==> src/rtl/risc_toy_fetch_unit_if.sv <==
// IMEM, redirect and decode-side signals of the RISC_TOY fetch unit.
// "master" is the fetch unit side; "slave" is the memory/decode environment side.
interface risc_toy_fetch_unit_if #(
  parameter int AW    = 30,
  parameter int DEPTH = 4
);
  localparam int OW = $clog2(DEPTH) + 1;

  logic          IREQ;
  logic [AW-1:0] IADDR;
  logic [31:0]   INSTR;
  logic          REDIR_VLD;
  logic [AW-1:0] REDIR_ADDR;
  logic          ID_VALID;
  logic          ID_READY;
  logic [31:0]   ID_INSTR;
  logic [AW-1:0] ID_PC;
  logic [OW-1:0] OCC;

  modport master (
    output IREQ, IADDR, ID_VALID, ID_INSTR, ID_PC, OCC,
    input  INSTR, REDIR_VLD, REDIR_ADDR, ID_READY
  );

  modport slave (
    input  IREQ, IADDR, ID_VALID, ID_INSTR, ID_PC, OCC,
    output INSTR, REDIR_VLD, REDIR_ADDR, ID_READY
  );
endinterface

==> src/rtl/risc_toy_fetch_unit.sv <==
// RISC_TOY instruction fetch front-end: credit-limited IMEM issue, prefetch FIFO
// of {INSTR, PC} toward decode, and zero-bubble flush/restart on redirect.
module risc_toy_fetch_unit #(
  parameter int            DEPTH    = 4,
  parameter int            AW       = 30,
  parameter logic [AW-1:0] RESET_PC = '0
) (
  input  logic                  CLK,
  input  logic                  RSTN,
  risc_toy_fetch_unit_if.master bus
);
  localparam int PW = $clog2(DEPTH);
  localparam int OW = PW + 1;

  logic [AW-1:0] fpc;
  logic [AW-1:0] rsp_pc;
  logic [AW-1:0] iaddr;
  logic          inflight;
  logic          credit;
  logic          ireq;
  logic          push;
  logic          pop;
  logic          id_valid;
  logic [PW-1:0] wptr;
  logic [PW-1:0] rptr;
  logic [OW-1:0] occ;
  logic [31:0]   mem_instr [DEPTH];
  logic [AW-1:0] mem_pc    [DEPTH];
  logic [31:0]   hold_instr;
  logic [AW-1:0] hold_pc;

  // Credit counts the response already on its way so a push can never overflow.
  assign credit   = (int'(occ) + int'(inflight)) < DEPTH;
  assign ireq     = RSTN & (bus.REDIR_VLD | credit);
  assign iaddr    = bus.REDIR_VLD ? bus.REDIR_ADDR : fpc;
  assign id_valid = (occ != '0) & ~bus.REDIR_VLD;
  assign push     = inflight & ~bus.REDIR_VLD;
  assign pop      = id_valid & bus.ID_READY;

  always_ff @(posedge CLK or negedge RSTN) begin
    if (!RSTN) begin
      fpc        <= RESET_PC;
      rsp_pc     <= '0;
      inflight   <= 1'b0;
      wptr       <= '0;
      rptr       <= '0;
      occ        <= '0;
      hold_instr <= '0;
      hold_pc    <= '0;
    end else begin
      inflight <= ireq;
      if (ireq) begin
        rsp_pc <= iaddr;
        fpc    <= iaddr + AW'(1);
      end
      if (bus.REDIR_VLD) begin
        wptr <= '0;
        rptr <= '0;
        occ  <= '0;
      end else begin
        if (push) wptr <= wptr + PW'(1);
        if (pop)  rptr <= rptr + PW'(1);
        case ({push, pop})
          2'b10:   occ <= occ + OW'(1);
          2'b01:   occ <= occ - OW'(1);
          default: ;
        endcase
      end
      // Remember the last head shown so the outputs hold while the FIFO is empty.
      if (occ != '0) begin
        hold_instr <= mem_instr[rptr];
        hold_pc    <= mem_pc[rptr];
      end
    end
  end

  always_ff @(posedge CLK) begin
    if (push) begin
      mem_instr[wptr] <= bus.INSTR;
      mem_pc[wptr]    <= rsp_pc;
    end
  end

  assign bus.IREQ     = ireq;
  assign bus.IADDR    = iaddr;
  assign bus.ID_VALID = id_valid;
  assign bus.ID_INSTR = (occ != '0) ? mem_instr[rptr] : hold_instr;
  assign bus.ID_PC    = (occ != '0) ? mem_pc[rptr]    : hold_pc;
  assign bus.OCC      = occ;
endmodule
==> src/flat_wrapper.sv <==
// flat-port wrapper written by rule: the top's interface ports become plain ports
module risc_toy_fetch_unit_flat 
#(
  parameter int            DEPTH    = 4,
  parameter int            AW       = 30,
  parameter logic [AW-1:0] RESET_PC = '0
)
  (CLK, RSTN, bus_IREQ, bus_IADDR, bus_ID_VALID, bus_ID_INSTR, bus_ID_PC, bus_OCC, bus_INSTR, bus_REDIR_VLD, bus_REDIR_ADDR, bus_ID_READY);
  risc_toy_fetch_unit_if #(.AW(AW), .DEPTH(DEPTH)) bus_i ();
  input  logic CLK;
  input  logic RSTN;
  output wire logic [$bits(bus_i.IREQ)-1:0] bus_IREQ;
  output wire logic [$bits(bus_i.IADDR)-1:0] bus_IADDR;
  output wire logic [$bits(bus_i.ID_VALID)-1:0] bus_ID_VALID;
  output wire logic [$bits(bus_i.ID_INSTR)-1:0] bus_ID_INSTR;
  output wire logic [$bits(bus_i.ID_PC)-1:0] bus_ID_PC;
  output wire logic [$bits(bus_i.OCC)-1:0] bus_OCC;
  input wire logic [$bits(bus_i.INSTR)-1:0] bus_INSTR;
  input wire logic [$bits(bus_i.REDIR_VLD)-1:0] bus_REDIR_VLD;
  input wire logic [$bits(bus_i.REDIR_ADDR)-1:0] bus_REDIR_ADDR;
  input wire logic [$bits(bus_i.ID_READY)-1:0] bus_ID_READY;
  assign bus_IREQ = bus_i.IREQ;
  assign bus_IADDR = bus_i.IADDR;
  assign bus_ID_VALID = bus_i.ID_VALID;
  assign bus_ID_INSTR = bus_i.ID_INSTR;
  assign bus_ID_PC = bus_i.ID_PC;
  assign bus_OCC = bus_i.OCC;
  assign bus_i.INSTR = bus_INSTR;
  assign bus_i.REDIR_VLD = bus_REDIR_VLD;
  assign bus_i.REDIR_ADDR = bus_REDIR_ADDR;
  assign bus_i.ID_READY = bus_ID_READY;
  risc_toy_fetch_unit #(.DEPTH(DEPTH), .AW(AW), .RESET_PC(RESET_PC)) u_core (.CLK(CLK), .RSTN(RSTN), .bus(bus_i));
endmodule
==> config.mk <==
export PLATFORM = sky130hd
export DESIGN_NAME = risc_toy_fetch_unit_flat
export DESIGN_NICKNAME = d
export VERILOG_FILES = /design/src/rtl/risc_toy_fetch_unit_if.sv /design/src/rtl/risc_toy_fetch_unit.sv /design/src/flat_wrapper.sv
export SDC_FILE = /design/constraint.sdc
export NUM_CORES = 1
export LEC_CHECK = 0
export BUFFER_PORTS_ARGS = -buffer_cell sky130_fd_sc_hd__buf_2
export CORE_UTILIZATION = 37
export DETAILED_ROUTE_END_ITERATION = 7
export PLACE_DENSITY = 0.63
export SYNTH_ARGS = -nofsm -noshare
export SYNTH_HDL_FRONTEND = slang
export SYNTH_SLANG_ARGS = --single-unit
==> constraint.sdc <==
create_clock -name CLK -period 6.4 [get_ports CLK]
set_input_delay 0.64 -clock CLK [delete_from_list [all_inputs] [get_ports CLK]]
set_output_delay 0.64 -clock CLK [all_outputs]
set_load 0.03 [all_outputs]
## Word level (Yosys, flattened, before mapping)

Memory sizes are Yosys's and may differ from the RTL's.
Index checks and enable logic that the tools add are counted.

- Mux-type cells: 11
- Shifts and indexed selects: 0
- Equal/unequal tests: 2
- Add/subtract/negate cells: 6
- $lt $le $gt $ge: 1
- Reduce and logical (&&, ||, !) cells: 4
- Multipliers: 0
- Bitwise logic cells: 6
- Divide/modulo/power cells: 0

Operators by type and width:

| kind | number |
|---|---|
| $mux W30 | 2 |
| $lt A32 B4 Y1 const B | 1 |
| $mux W32 | 1 |
| $add A30 B1 Y30 const B | 1 |
| $mux W2 | 4 |
| $pmux W3 S2 | 1 |
| $reduce_bool A3 Y1 | 2 |
| $add A2 B1 Y2 const B | 2 |
| $add A3 B1 Y4 | 1 |
| $and A1 B1 Y1 | 4 |
| $reduce_bool A2 Y1 | 2 |
| $add A3 B1 Y3 const B | 1 |
| $mux W3 | 1 |
| $sub A3 B1 Y3 const B | 1 |
| $eq A2 B1 Y1 const B | 1 |
| $eq A2 B2 Y1 const B | 1 |
| $mux W1 | 2 |
| $not A1 Y1 | 1 |
| $or A1 B1 Y1 | 1 |

- Output and inout bits: 97
- Logic and storage cells: 40
- Memory bits (writable): 248
- Latch bits: 0
- Flip-flop bits (word level): 130
- Memory bits (read-only): 0
- Memories: 2
- Input port bits: 66

Memories:

| memory | depth | width | rd ports | clocked after memory_dff | write ports | RTL line | text |
|---|---|---|---|---|---|---|---|
| u_core.mem_instr | 4 | 32 | 1 | 0 | 1 | risc_toy_fetch_unit.sv:27 | `logic [31:0] mem_instr [DEPTH];` |
| u_core.mem_pc | 4 | 30 | 1 | 0 | 1 | risc_toy_fetch_unit.sv:28 | `logic [AW-1:0] mem_pc [DEPTH];` |

## Logic depth before layout (Yosys ltp)

- Depth in word-level cells: 6
- Mapped depth: 13
- Gate-level depth less buffers: 8

## Worst setup path before layout

OpenSTA, ideal clock, no wires.

- Kind: input port to flip-flop
- From: input bus_REDIR_VLD
- To: memory u_core.mem_instr[0][0], enable pin
- Path buffers: 6
- Cell stages on the path: 8
- Setup slack: 2.738 ns
- Data required time: 5.973 ns
- Library setup time: 0.427 ns
- Arrival time: 3.235 ns
- Path through: buf_6 > buf_6 > buf_6 > buf_2 > buf_2 > buf_1 > nor2b_1 > and2_1

- Cells in the longest elaborated chain, start to end: 4

Ends and longest elaborated chain:

| element | RTL line | text |
|---|---|---|
| from (decl) | flat_wrapper.sv:19 | `input wire logic [$bits(bus_i.REDIR_VLD)-1:0] bus_REDIR_VLD;` |
| $not A1 Y1 | risc_toy_fetch_unit.sv:37 | `assign push = inflight & ~bus.REDIR_VLD;` |
| $and A1 B1 Y1 | risc_toy_fetch_unit.sv:37 |  |
| $mux W1 | risc_toy_fetch_unit.sv:78 | `if (push) begin` |
| $mux W1 (not written as such) | risc_toy_fetch_unit.sv:79 | `mem_instr[wptr] <= bus.INSTR;` |
| to (decl) | risc_toy_fetch_unit.sv:27 |  |

Every way passes these cells.

## Final worst setup path

- From: register u_core.rptr[0]
- To: output bus_ID_INSTR[2]

- Cells in the longest elaborated chain, start to end: 2

Ends and longest elaborated chain:

| element | RTL line | text |
|---|---|---|
| from (decl) | risc_toy_fetch_unit.sv:25 | `logic [PW-1:0] rptr;` |
| from (signal assigned) | risc_toy_fetch_unit.sv:62 | `if (pop) rptr <= rptr + PW'(1);` |
| $mem_v2 Z4 W32 | n/a |  |
| $mux W32 | risc_toy_fetch_unit.sv:87 | `assign bus.ID_INSTR = (occ != '0) ? mem_instr[rptr] : hold_instr;` |
| to (decl) | flat_wrapper.sv:15 | `output wire logic [$bits(bus_i.ID_INSTR)-1:0] bus_ID_INSTR;` |

Every way passes these cells.

==> flow_metrics.py <==
metrics = {
    "floorplanning": {
        "die_w_um": 204,
        "core_area_sq_um": 40100,
        "die-area_sq_um": 41800,
        "ios": 163,
        "fp.dieH_um": 204,
        "start_util_pct": 37.8,
        "num_rows": 73,
    },
    "synth": {
        "async_reset_ff_share_pct": 34.4,
        "synth_most_common_cell": "nand2_1",
        "yosys_register_bits": 378,
        "netlist-cell-type-count": 53,
        "yosysTopAreaCell": "edfxtp_1",
        "yosys_warnings": 0,
        "synth_nets": 1088,
        "synth_area_leaders": "edfxtp_1 (49%), dfrtp_1 (21%), mux4_2 (9.2%)",
        "synth_common_cells": "nand2_1 (284), edfxtp_1 (248), dfrtp_1 (130), mux4_2 (62), o21ai_0 (26)",
        "ys.flop_type": "edfxtp_1",
        "ys_seq_area_share_pct": 70.6,
        "syn-cell-area_sq_um": 15200,
        "synth_top_area_share_pct": 49.1,
        "synthCells": 1016,
        "synth_edf_count": 248,
        "syn_area_per_cell_sq_um": 14.9,
    },
    "grt": {
        "antenna_found_initial": 1,
        "first_global_vias": 8894,
        "grt_max_degree": 95,
        "grt.total_usage_pct": 15.9,
        "grt_overflow": 0,
        "grt_pass1_wl_mm": 50.8,
    },
    "detailed_routing": {
        "drt_iter0_markers": 472,
        "wl_per_cell_um": 18.7,
        "dr.pass1.iters": 5,
        "via_count": 8605,
        "wirelength_mm": 32.5,
        "drc_errors": 0,
        "ant_nets": 0,
        "drt-vias-per-instance": 4.95,
    },
    "clock_tree": {
        "ctsLongestPathBuffers": 3,
        "cts_setup_buffers": 0,
        "worstSkewPairLatency_ns": 0.55,
        "cts_tree": "yes",
        "cts-root-buf": "clkbuf_16",
        "htreeDepth": 2,
        "cts_inserted_buffers": 42,
        "clock_sinks": 378,
        "clkTransAtPathRegs_ns": 0.06,
    },
    "layout": {
        "multi_input_area_sq_um": 4180,
        "final_area_sq_um": 17900,
        "num-fill-cells": 3557,
        "drive_gt1_share_pct": 27.6,
        "synthToLayoutAreaGrowth_pct": 17.9,
        "final_core_util_pct": 44.6,
        "final_nets": 1253,
        "antenna_cells": 0,
        "seq_area_sq_um": 10700,
    },
    "timing": {
        "finalClockSkew_ns": 0.0117,
        "fmax_ghz": 0.272,
        "fin_tns_setup_ns": 0,
        "slew-limit-headroom_pct": 28.9,
        "min_period_over_period_pct": 57.5,
        "final_max_slew_viol_count": 0,
        "finalCriticalPeriod_ns": 3.68,
        "rsz0062_at_grt": "false",
        "worst_pin_slew_ns": 1.06,
        "setup_viol": 0,
        "setup_ws_ns": 2.72,
        "hold_viol": 0,
    },
    "setup_path": {
        "critPathArrivalTime_ns": 3.04,
        "crit_fanout": 42,
        "required_ns": 5.76,
        "path_class": "reg2out",
        "worst_setup_path_end_kind": "output port",
        "start_kind": "flop",
    },
    "pwr": {
        "ir_worst_vdd_mv": 0.248,
        "p_leak_nw": 7.03,
        "power_density_nw_per_um2": 500,
    },
    "hold_path": {
        "hp-class": "in2reg",
    },
    "placement": {
        "place.gp.congestion": 0.787,
        "placed_area_sq_um": 16500,
        "io_buffers": 162,
        "dpl.hpwl_mm": 19.6,
        "place_ws_ns": 3.09,
    },
    "run": {
        "maxCapViolCount": 0,
    },
    "outcome": {
        "run_status": "finished clean",
    },
}
[layer usage]
metal	GRT usage (%)	up-vias	share of wire, %
li1	-	4057	-
met1	21.7	4312	46
met2	26.2	197	48
met3	2.76	39	4.5
met4	4.66	0	1.7
met5	0	-	0
[logic make-up (layout without fill, tap and decap cells)]
family	after synthesis	in the layout	synth area share, %
xor gates and xnor gates	18	18	1.04
and+or+nand+nor	380	380	10.9
DFF	378	378	70.6
AOI/OAI and AO/OA	76	76	3.62
muxes	91	91	11.3
adders and majority gates	6	6	0.545
buffers and inverters	67	266	2.01
[cells in the final DEF (no fill, tap or decap), types with 5 or more instances in the layout]
master | Yosys | final
edfxtp_1 | 248 | 248
nand2_1 | 284 | 284
clkbuf_16 | 0 | 45
ha_1 | 5 | 5
buf_2 | 12 | 161
xor2_1 | 9 | 9
buf_4 | 0 | 8
dfrtp_1 | 130 | 128
nor2_1 | 22 | 22
nor3_1 | 6 | 5
o21ai_0 | 26 | 26
clkbuf_1 | 24 | 12
xnor2_1 | 9 | 9
o21a_1 | 5 | 5
mux4_2 | 62 | 62
mux2_2 | 17 | 17
inv_1 | 16 | 16
nand3_1 | 24 | 24
o31ai_1 | 9 | 9
mux2i_1 | 11 | 11
nand4_1 | 6 | 6
clkinv_2 | 0 | 9
a31oi_1 | 6 | 6
[registers in the layout, indices dropped and copies added (netlist names)]
register / count
u_core.hold_instr: 32
u_core.mem_pc: 120
u_core.bus.OCC: 3
u_core.rptr: 2
u_core.wptr: 2
u_core.fpc: 30
u_core.rsp_pc: 30
u_core.mem_instr: 128
u_core.inflight: 1
u_core.hold_pc: 30
[stage by stage]
| step | cells | power (mW) | hold WS [ns] |
|---|---|---|---|
| floorplan | 1016 | 5.66 | 0.344 |
| global placement | 1661 | 6.65 | 0.444 |
| detailed placement | 1661 | 6.70 | 0.447 |
| CTS | 1740 | 9.11 | 0.268 |
| global route | 1740 | 9.47 | 0.292 |
| finish | 1740 | 8.94 | 0.306 |
[final cells by class]
type                    instances  area share (%)
well taps                     525            3.67
flip-flops and latches        378            59.9
multi-input cells             571            23.4
inverters                      17           0.357
clock buffers                  60            6.78
repair buffers                171            4.96
clock inverters                18           0.945
[where the power goes]
part,switching (mW),internal (mW),leakage (nW)
Combinational,2.12,0.958,2.50
Clock,0.935,1.44,0.681
Sequential,0.350,3.14,3.85
Total,3.40,5.54,7.03
[worst max-delay path, stage by stage, from the launching register on]
cell	delay [ns]
dfrtp_4	1.00
buf_4	0.55
mux4_2	0.56
nand2_1	0.10
nand2_1	0.08
buf_2	0.18
[final timing paths]
check / start / end / slack (ns) / depth (start not counted)
hold reg to reg: u_core.hold_instr[28] / u_core.hold_instr[28] / 0.46 / 2
max in group asynchronous: RSTN / u_core.fpc[2] / 4.72 / 3
setup / recovery: u_core.rptr[0] / bus_ID_INSTR[2] / 2.72 / 5
setup reg to reg: u_core.bus.OCC[0] / u_core.bus.OCC[2] / 3.12 / 9
min in group asynchronous: RSTN / u_core.hold_instr[25] / 0.53 / 2
hold / removal: bus_INSTR[8] / u_core.mem_instr[2][8] / 0.31 / 1
[timing repair]
| action | CTS | global route |
|---|---|---|
| setup endpoints to repair | 0 | 0 |
| hold buffers | 1 | 0 |
| resized for setup | 0 | 0 |
| hold endpoints to repair | 20 | 0 |
Note: power is estimated with default switching activity, not from simulation.
